===== src/rtl/ppm_tx_pkg.sv =====
// Shared types and default constants for the PPM transmit scheduler.
package ppm_tx_pkg;

    localparam int LEN_W  = 4;
    localparam int BYTE_W = 8;
    localparam int CNT_W  = 8;

    localparam int DEF_MAX_LEN        = 15;
    localparam int DEF_SETTLE_CYCLES  = 3;
    localparam int DEF_GUARD_CYCLES   = 4;
    localparam int DEF_TIMEOUT_CYCLES = 65535;

    typedef enum logic [2:0] {
        IDLE,
        COLLECT,
        LOAD_HDR,
        LOAD_DATA,
        SETTLE,
        TRIGGER,
        WAIT_DONE,
        GUARD
    } state_e;

endpackage


===== src/rtl/ppm_tx_stage_mem.sv =====
// Frame staging register file: written byte by byte while collecting,
// read combinationally while replaying into the frame buffer.
module ppm_tx_stage_mem
    import ppm_tx_pkg::*;
(
    input  logic              clk,
    input  logic              we_i,
    input  logic [LEN_W-1:0]  waddr_i,
    input  logic [BYTE_W-1:0] wdata_i,
    input  logic [LEN_W-1:0]  raddr_i,
    output logic [BYTE_W-1:0] rdata_o
);

    logic [BYTE_W-1:0] mem_q [1<<LEN_W];

    // Write port; contents need no reset since every byte is written before it is read.
    always_ff @(posedge clk) begin
        if (we_i) mem_q[waddr_i] <= wdata_i;
    end

    assign rdata_o = mem_q[raddr_i];

endmodule


===== src/rtl/ppm_tx_scheduler.sv =====
// PPM transmit scheduler: collects a host frame, replays it into the frame
// buffer load port, triggers transmission and waits for completion.
module ppm_tx_scheduler
    import ppm_tx_pkg::*;
#(
    parameter int MAX_LEN        = DEF_MAX_LEN,
    parameter int SETTLE_CYCLES  = DEF_SETTLE_CYCLES,
    parameter int GUARD_CYCLES   = DEF_GUARD_CYCLES,
    parameter int TIMEOUT_CYCLES = DEF_TIMEOUT_CYCLES
) (
    input  logic              clk,
    input  logic              rst,
    input  logic              host_start,
    input  logic [LEN_W-1:0]  host_len,
    input  logic [BYTE_W-1:0] host_data,
    input  logic              host_valid,
    output logic              host_ready,
    output logic              busy,
    output logic              tx_done,
    output logic              tx_err,
    output logic              buf_le,
    output logic [LEN_W-1:0]  buf_n,
    output logic [BYTE_W-1:0] buf_din,
    output logic              buf_start_trans,
    input  logic              buf_frame_done
);

    localparam int TO_W = (TIMEOUT_CYCLES > 1) ? $clog2(TIMEOUT_CYCLES) : 1;

    state_e            state_q, state_d;
    logic [LEN_W-1:0]  len_q, len_d;
    logic [LEN_W-1:0]  idx_q, idx_d;
    logic [CNT_W-1:0]  cnt_q, cnt_d;
    logic [TO_W-1:0]   tcnt_q, tcnt_d;
    logic              done_d, err_d;
    logic              host_ready_q, busy_q, tx_done_q, tx_err_q;
    logic              buf_le_q, buf_st_q;
    logic [LEN_W-1:0]  buf_n_q;
    logic [BYTE_W-1:0] buf_din_q;
    logic [BYTE_W-1:0] stage_rd;
    logic              hs;

    assign hs = (state_q == COLLECT) && host_valid && host_ready_q;

    // Read address follows the next index so the registered Din lines up with its cycle.
    ppm_tx_stage_mem u_stage (
        .clk     (clk),
        .we_i    (hs),
        .waddr_i (idx_q),
        .wdata_i (host_data),
        .raddr_i (idx_d),
        .rdata_o (stage_rd)
    );

    // Next-state, index and counter sequencing.
    always_comb begin
        state_d = state_q;
        len_d   = len_q;
        idx_d   = idx_q;
        cnt_d   = cnt_q;
        tcnt_d  = tcnt_q;
        done_d  = 1'b0;
        err_d   = 1'b0;
        case (state_q)
            IDLE: begin
                if (host_start) begin
                    if (host_len == '0 || int'(host_len) > MAX_LEN) begin
                        err_d = 1'b1;
                    end else begin
                        len_d   = host_len;
                        idx_d   = '0;
                        state_d = COLLECT;
                    end
                end
            end
            COLLECT: begin
                if (hs) begin
                    if (idx_q == len_q - LEN_W'(1)) begin
                        idx_d   = '0;
                        state_d = LOAD_HDR;
                    end else begin
                        idx_d = idx_q + LEN_W'(1);
                    end
                end
            end
            LOAD_HDR: begin
                idx_d   = '0;
                state_d = LOAD_DATA;
            end
            LOAD_DATA: begin
                if (idx_q == len_q - LEN_W'(1)) begin
                    cnt_d   = '0;
                    state_d = SETTLE;
                end else begin
                    idx_d = idx_q + LEN_W'(1);
                end
            end
            SETTLE: begin
                if (cnt_q == CNT_W'(SETTLE_CYCLES - 1)) state_d = TRIGGER;
                else                                     cnt_d   = cnt_q + CNT_W'(1);
            end
            TRIGGER: begin
                tcnt_d  = '0;
                state_d = WAIT_DONE;
            end
            WAIT_DONE: begin
                // frame_done is checked first so it wins over a simultaneous timeout
                if (buf_frame_done) begin
                    done_d  = 1'b1;
                    cnt_d   = '0;
                    state_d = GUARD;
                end else if (tcnt_q == TO_W'(TIMEOUT_CYCLES - 1)) begin
                    err_d   = 1'b1;
                    cnt_d   = '0;
                    state_d = GUARD;
                end else if (tcnt_q != {TO_W{1'b1}}) begin
                    tcnt_d = tcnt_q + TO_W'(1);
                end
            end
            GUARD: begin
                if (cnt_q == CNT_W'(GUARD_CYCLES - 1)) state_d = IDLE;
                else                                    cnt_d   = cnt_q + CNT_W'(1);
            end
            default: state_d = IDLE;
        endcase
    end

    // State, counters and registered outputs decoded from the next state.
    always_ff @(posedge clk) begin
        if (rst) begin
            state_q      <= IDLE;
            len_q        <= '0;
            idx_q        <= '0;
            cnt_q        <= '0;
            tcnt_q       <= '0;
            host_ready_q <= 1'b0;
            busy_q       <= 1'b0;
            tx_done_q    <= 1'b0;
            tx_err_q     <= 1'b0;
            buf_le_q     <= 1'b0;
            buf_n_q      <= '0;
            buf_din_q    <= '0;
            buf_st_q     <= 1'b0;
        end else begin
            state_q      <= state_d;
            len_q        <= len_d;
            idx_q        <= idx_d;
            cnt_q        <= cnt_d;
            tcnt_q       <= tcnt_d;
            host_ready_q <= (state_d == COLLECT);
            busy_q       <= (state_d != IDLE);
            tx_done_q    <= done_d;
            tx_err_q     <= err_d;
            buf_le_q     <= (state_d == LOAD_HDR);
            buf_n_q      <= (state_d == LOAD_HDR) ? len_d : '0;
            buf_din_q    <= (state_d == LOAD_DATA) ? stage_rd : '0;
            buf_st_q     <= (state_d == TRIGGER);
        end
    end

    assign host_ready      = host_ready_q;
    assign busy            = busy_q;
    assign tx_done         = tx_done_q;
    assign tx_err          = tx_err_q;
    assign buf_le          = buf_le_q;
    assign buf_n           = buf_n_q;
    assign buf_din         = buf_din_q;
    assign buf_start_trans = buf_st_q;

endmodule


===== config.mk =====
export PLATFORM = sky130hd
export DESIGN_NAME = ppm_tx_scheduler
export DESIGN_NICKNAME = d
export VERILOG_FILES = /design/src/rtl/ppm_tx_pkg.sv /design/src/rtl/ppm_tx_stage_mem.sv /design/src/rtl/ppm_tx_scheduler.sv
export SDC_FILE = /design/constraint.sdc
export NUM_CORES = 1
export LEC_CHECK = 0
export BUFFER_PORTS_ARGS = -buffer_cell sky130_fd_sc_hd__buf_2
export CAP_MARGIN = 20
export CORE_ASPECT_RATIO = 1.4
export CORE_MARGIN = 2
export CORE_UTILIZATION = 35
export DETAILED_ROUTE_END_ITERATION = 8
export PLACE_DENSITY = 0.61
export SLEW_MARGIN = 0
export SYNTH_ARGS = -nofsm -noshare
export SYNTH_HDL_FRONTEND = slang
export SYNTH_SLANG_ARGS = --single-unit

===== constraint.sdc =====
create_clock -name clk -period 4 [get_ports clk]
set_input_delay 0 -clock clk [delete_from_list [all_inputs] [get_ports clk]]
set_output_delay 0 -clock clk [all_outputs]
set_load 0.05 [all_outputs]

== Word-level counts from Yosys, hierarchy flattened ==
Memory sizes are Yosys's and may differ from the RTL's. A register that Yosys moved wholly into a read port is not among the register bits.
Index checks and enable logic that the tools add are counted.

* Equality and inequality tests: 23
* Muxes and demuxes: 37
* Add/sub/neg operators: 4
* Reductions and logical operators: 12
* Bitwise logic cells: 3

{| class="wikitable"
|+ Operators with widths
! kind !! number
|-
| 16-bit two-way mux || 3
|-
| 8-bit two-way mux || 5
|-
| 4-bit two-way mux || 8
|-
| 16-bit one-hot mux with 2 select lines || 1
|-
| 8-bit one-hot mux with 4 select lines || 1
|-
| 3-bit two-way mux || 9
|-
| 3-bit one-hot mux with 8 select lines || 1
|-
| 16-bit by 1-bit adder with 16-bit output, second input constant || 1
|-
| 16-bit equality test, second input constant || 1
|-
| 8-bit by 2-bit equality test with 1-bit output, second input constant || 2
|-
| 16-bit != test, second input constant || 1
|-
| 4-bit one-hot mux with 4 select lines || 1
|-
| 3-bit equality test, second input constant || 5
|-
| 3-bit by 2-bit equality test with 1-bit output, second input constant || 4
|-
| 2-bit != test, second input constant || 6
|-
| 8-bit by 1-bit adder with 8-bit output, second input constant || 1
|-
| 1-bit two-way mux || 7
|-
| 3-bit by 1-bit equality test with 1-bit output, second input constant || 2
|-
| 2-bit OR reduction || 3
|-
| 5-bit AND reduction || 1
|-
| 4-bit by 1-bit adder with 4-bit output, second input constant || 1
|-
| 4-bit equality test || 1
|-
| 4-bit logical NOT || 1
|-
| 4-bit AND reduction || 1
|-
| other kinds (9) || 12
|}

* Memories: 1
* Bits in writable memories: 128
* Register bits: 45
* Word-level logic and storage cells: 92

{| class="wikitable"
|+ Memory list
! memory !! words !! width !! read ports !! clocked after memory_dff !! wr ports !! RTL line !! RTL
|-
| u_stage.mem_q || 16 || 8 || 1 || 1 || 1 || ppm_tx_stage_mem.sv:14 || <nowiki>logic [BYTE_W-1:0] mem_q [1<<LEN_W];</nowiki>
|}

== Depth between registers and ports, before layout ==
* Depth in word-level cells: 8
* Depth in mapped cells: 13
* Gate-level depth less buffers: 12

== Hierarchy ==
Synthesis repeated with hierarchy kept, for this count alone.

* Cells, all modules: 540
* Area total of the unflattened synthesis: 7723.7 um^2

{| class="wikitable"
|+ By module, submodules not included
! module !! cells an instance !! area an instance (um^2) !! seq. area each (um^2) !! instances
|-
| ppm_tx_stage_mem || 221 || 4987.3 || 3843.7 || 1
|-
| ppm_tx_scheduler || 319 || 2736.4 || 1061.0 || 1
|}

== Least setup slack after synthesis ==
Ideal clock, no wire load.

* Path type: reg2reg
* Start point: reg len_q[0]
* End point: reg buf_din_q[1], in the netlist buf_din[1] (read register of u_stage.mem_q)
* Data arrival time: 2.798 ns
* Path buffers: 1
* Clock period less this slack: 2.857 ns
* Slack: 1.143 ns
* Cell stages (with the launch flop): 13
* Cells stage by stage: dfxtp_1 inv_1 ha_1 xnor3_1 nand3_1 nor2_1 inv_1 ha_1 nor3_1 a221oi_1 and4b_2 clkbuf_1 a221o_1

* Longest elaborated chain between the ends: 8

{| class="wikitable"
|+ RTL lines
! item !! RTL line !! RTL
|-
| start: declaration || ppm_tx_scheduler.sv:31 || <nowiki>logic [LEN_W-1:0] len_q, len_d;</nowiki>
|-
| start signal: assignment || ppm_tx_scheduler.sv:146 || <nowiki>len_q <= len_d;</nowiki>
|-
| 4-bit by 1-bit subtractor with 4-bit output (*) || ppm_tx_scheduler.sv:78, ppm_tx_scheduler.sv:91 ||
|-
| 4-bit equality test (*) || ppm_tx_scheduler.sv:78, ppm_tx_scheduler.sv:91 ||
|-
| 3-bit two-way mux || ppm_tx_scheduler.sv:78 || <nowiki>if (idx_q == len_q - LEN_W'(1)) begin</nowiki>
|-
| 3-bit two-way mux || ppm_tx_scheduler.sv:77 || <nowiki>if (hs) begin</nowiki>
|-
| 3-bit one-hot mux with 8 select lines || ppm_tx_scheduler.sv:64 || <nowiki>case (state_q)</nowiki>
|-
| 3-bit by 2-bit equality test with 1-bit output || ppm_tx_scheduler.sv:156 || <nowiki>buf_din_q <= (state_d == LOAD_DATA) ? stage_rd : '0;</nowiki>
|-
| 1-bit inverter (no source line) || n/a ||
|-
| 2-bit OR reduction (no source line) || n/a ||
|-
| end: declaration || ppm_tx_scheduler.sv:39 || <nowiki>logic [BYTE_W-1:0] buf_din_q;</nowiki>
|}

Every way passes the cells marked *; elsewhere a longest branch is shown, timed or not.
A chain may end at the register's enable or synchronous reset.

== Worst setup path in the final report ==
* Start point: reg len_q[0]
* End point: reg buf_din_q[3], in the netlist buf_din[3] (read register of u_stage.mem_q)

The elaborated chain is that of the path after synthesis.

==> flow_summary.json <==
{
  "status": "finished, final reports clean",
  "slowest_stage": "nand2_4",
  "num_antenna_cells": 0,
  "syn2layout_area_growth_pct": 15.2,
  "setup_tns_ns": 0,
  "yosys.area.top_type": "edfxtp_1",
  "cp_max_fo": 30,
  "fin_util": 0.410,
  "path_class": "reg2reg",
  "cp.required_ns": 4.32,
  "final-setup-viol-count": 0,
  "dieArea_um2": 23500,
  "grt_pass1_wl_um": 26000,
  "rsz0062_at_grt": "false",
  "cts_made_buffers": 17,
  "synth.top_cell.area_share": 0.494,
  "cts_sinks": 181,
  "peakVddDrop_mv": 0.265,
  "rows": 64,
  "critical_path_buf_inv_count": 2,
  "grt_util_all_layers": 0.145,
  "viasPerCell": 4.99,
  "dr.pass1.iters": 4,
  "clkSlewWorstSetupHoldPaths_ns": 0.07,
  "nNetsFinal": 654,
  "first_global_vias": 4921,
  "ios": 35,
  "relSlewSlack": 0.421,
  "fin_crit_sh": 0.800,
  "core_um2": 21900,
  "leakage_nw": 3.00,
  "antenna_found_initial": 0,
  "cts.repair.resized": 0,
  "clockBufferDepth": 2,
  "ys_seq_area_frac": 0.630,
  "critPathMaxStageDelay_ns": 0.44,
  "finalWirelength_um": 16300,
  "post_drt_wl_per_cell_um": 17.3,
  "synth_nets": 604,
  "synthArstFlopShare": 0,
  "syn_area_per_cell_um2": 13.5,
  "fmax_mhz": 313,
  "yosysWarnings": 0,
  "die_w_um": 130,
  "finClkSkew_ns": 0.0139,
  "die_height_um": 180,
  "cts_tree": "yes",
  "final_antenna_net_count": 0,
  "synth_area_leaders": "edfxtp_1 49%, dfxtp_1 14%, mux2i_1 6.2%",
  "grt_overflow_total": 0,
  "grt_start_max_net_pins": 50,
  "clock_latency_ns": 0.44,
  "cts-root-buf": "clkbuf_16",
  "htreeDepth": 4,
  "p_per_area_nw_per_um2": 416,
  "drcViolationCount": 0,
  "cp.arrival_ns": 3.52,
  "critPathCaptureType": "register",
  "drv_slew": 0,
  "critPathTopFamily": "simple AND/OR/NAND/NOR gates",
  "synth_edf_count": 128,
  "synth-seq-cells": 181,
  "min_period_ns": 3.20,
  "post_cts_buffers": 0,
  "synth.most_common_cell": "edfxtp_1",
  "cp_cell_sequence": "inv_1 > ha_1 > xnor3_1 > and3_4 > a32oi_2 > nand2_4 > buf_12 > mux2_2 > nor2_1 > a21oi_1 > a221o_1",
  "routed-via-count": 4675,
  "io_buffer_count": 34,
  "hold_class": "in2reg",
  "tightestPinTransition_ns": 0.866,
  "layout-drive-gt1-share": 0.186,
  "hpwl_um": 11200,
  "gp_congestion": 0.828,
  "start_util": 0.356,
  "worst_setup_path_start_kind": "register",
  "initialDrtViolationCount": 313,
  "hold_viol": 0,
  "syn_area_um2": 7780,
  "synthCells": 577,
  "yosys-top-cells-count": "128 x edfxtp_1, 60 x nor2_1, 53 x dfxtp_1, 48 x mux2i_1, 25 x mux2_2",
  "synth_cell_types": 66,
  "ys.flop_type": "edfxtp_1",
  "maxCapViolations": 0
}
[layer usage]
metal | track usage | wire length, µm | vias to the layer above
li1 | - | - | 2260
met1 | 0.167 | 6790 | 2308
met2 | 0.261 | 8600 | 82
met3 | 0.0324 | 527 | 25
met4 | 0.0529 | 329 | 0
met5 | 0 | 0 | -
[sequential cells by signal (all words and copies together) (netlist names), 3 cells and up]
name	flops
buf_din	8
buf_n	4
cnt_q	8
idx_q	4
len_q	4
state_q	3
tcnt_q	16
u_stage.mem_q	128
[cell type report]
class	count	area, µm²
multi-input cells	358	2700
clock buffers	17	425
repair buffers	54	370
clock inverters	15	138
well taps	297	372
flip-flops and latches	181	4900
inverters	15	56.3
fillers	2037	12900
[cell usage in the layout (no fill, tap or decap), types with 7 or more instances in the layout]
cell / synthesis / routed
xor2_1: 12 / 12
o21ai_0: 8 / 8
ha_1: 10 / 10
nand4_1: 9 / 9
a221o_1: 9 / 9
and4_1: 7 / 7
edfxtp_1: 128 / 128
xnor2_1: 10 / 10
nor2_1: 60 / 60
clkbuf_16: 0 / 17
mux2i_1: 48 / 48
a21oi_1: 24 / 24
nor3_1: 7 / 7
mux2_1: 7 / 7
inv_1: 15 / 15
dlygate4sd3_1: 0 / 15
nand2_1: 24 / 24
buf_2: 6 / 34
dfxtp_1: 53 / 53
o22ai_1: 7 / 7
and2_1: 14 / 14
mux2_2: 25 / 25
a22oi_1: 7 / 7
[stage by stage]
step	power (mW)	instances	cell area (µm²)	setup slack [ns]	hold WS [ns]
3_3_place_gp	2.17	890	8250	0.912	0.309
4_1_cts	3.76	937	8960	0.779	0.175
3_5_place_dp	2.17	890	8250	0.800	0.306
2_1_floorplan	2.12	577	7780	1.14	0.0989
6_report	3.73	937	8960	0.802	0.190
5_1_grt	3.85	937	8960	0.573	0.247
[final timing paths]
kind	startpoint	end	slack, ns	cells after the start
worst max register to register	len_q[0]$_SDFF_PP0_	buf_din[3]$_SDFF_PP0_	0.80	11
worst min register to register	tcnt_q[7]$_SDFFE_PP0P_	tcnt_q[7]$_SDFFE_PP0P_	0.49	2
worst min-delay path	host_start	tx_err$_SDFF_PP0_	0.19	4
worst max-delay path	len_q[0]$_SDFF_PP0_	buf_din[3]$_SDFF_PP0_	0.80	11
[power breakdown]
group / switching, mW / internal, mW / total (mW)
logic: 0.0787 / 0.0458 / 0.124
registers: 0.00808 / 2.01 / 2.02
clock network: 0.765 / 0.822 / 1.59
total: 0.851 / 2.88 / 3.73
[logic make-up (layout without fill, tap and decap cells)]
family	after synthesis	in the layout	synth area share
buffers and inverters	38	101	0.0251
AOI/OAI and AO/OA	77	77	0.0767
adders and majority gates	10	10	0.0161
muxes	80	80	0.108
DFF	181	181	0.630
and+or+nand+nor	168	168	0.116
xor gates and xnor gates	23	23	0.0276
[what timing repair did]
action | in CTS | in global routing
endpoints found under the setup margin | 0 | 0
endpoints found under the hold margin | 142 | 0
hold buffers | 15 | 0
[worst register-to-register path: stages (launching register included)]
cell and delay, ns:
dfxtp_1 0.41, inv_1 0.08, ha_1 0.22, xnor3_1 0.40, and3_4 0.23, a32oi_2 0.15, nand2_4 0.44, buf_12 0.29
mux2_2 0.35, nor2_1 0.10, a21oi_1 0.05, a221o_1 0.38
Power figures use the tool's default switching activity.
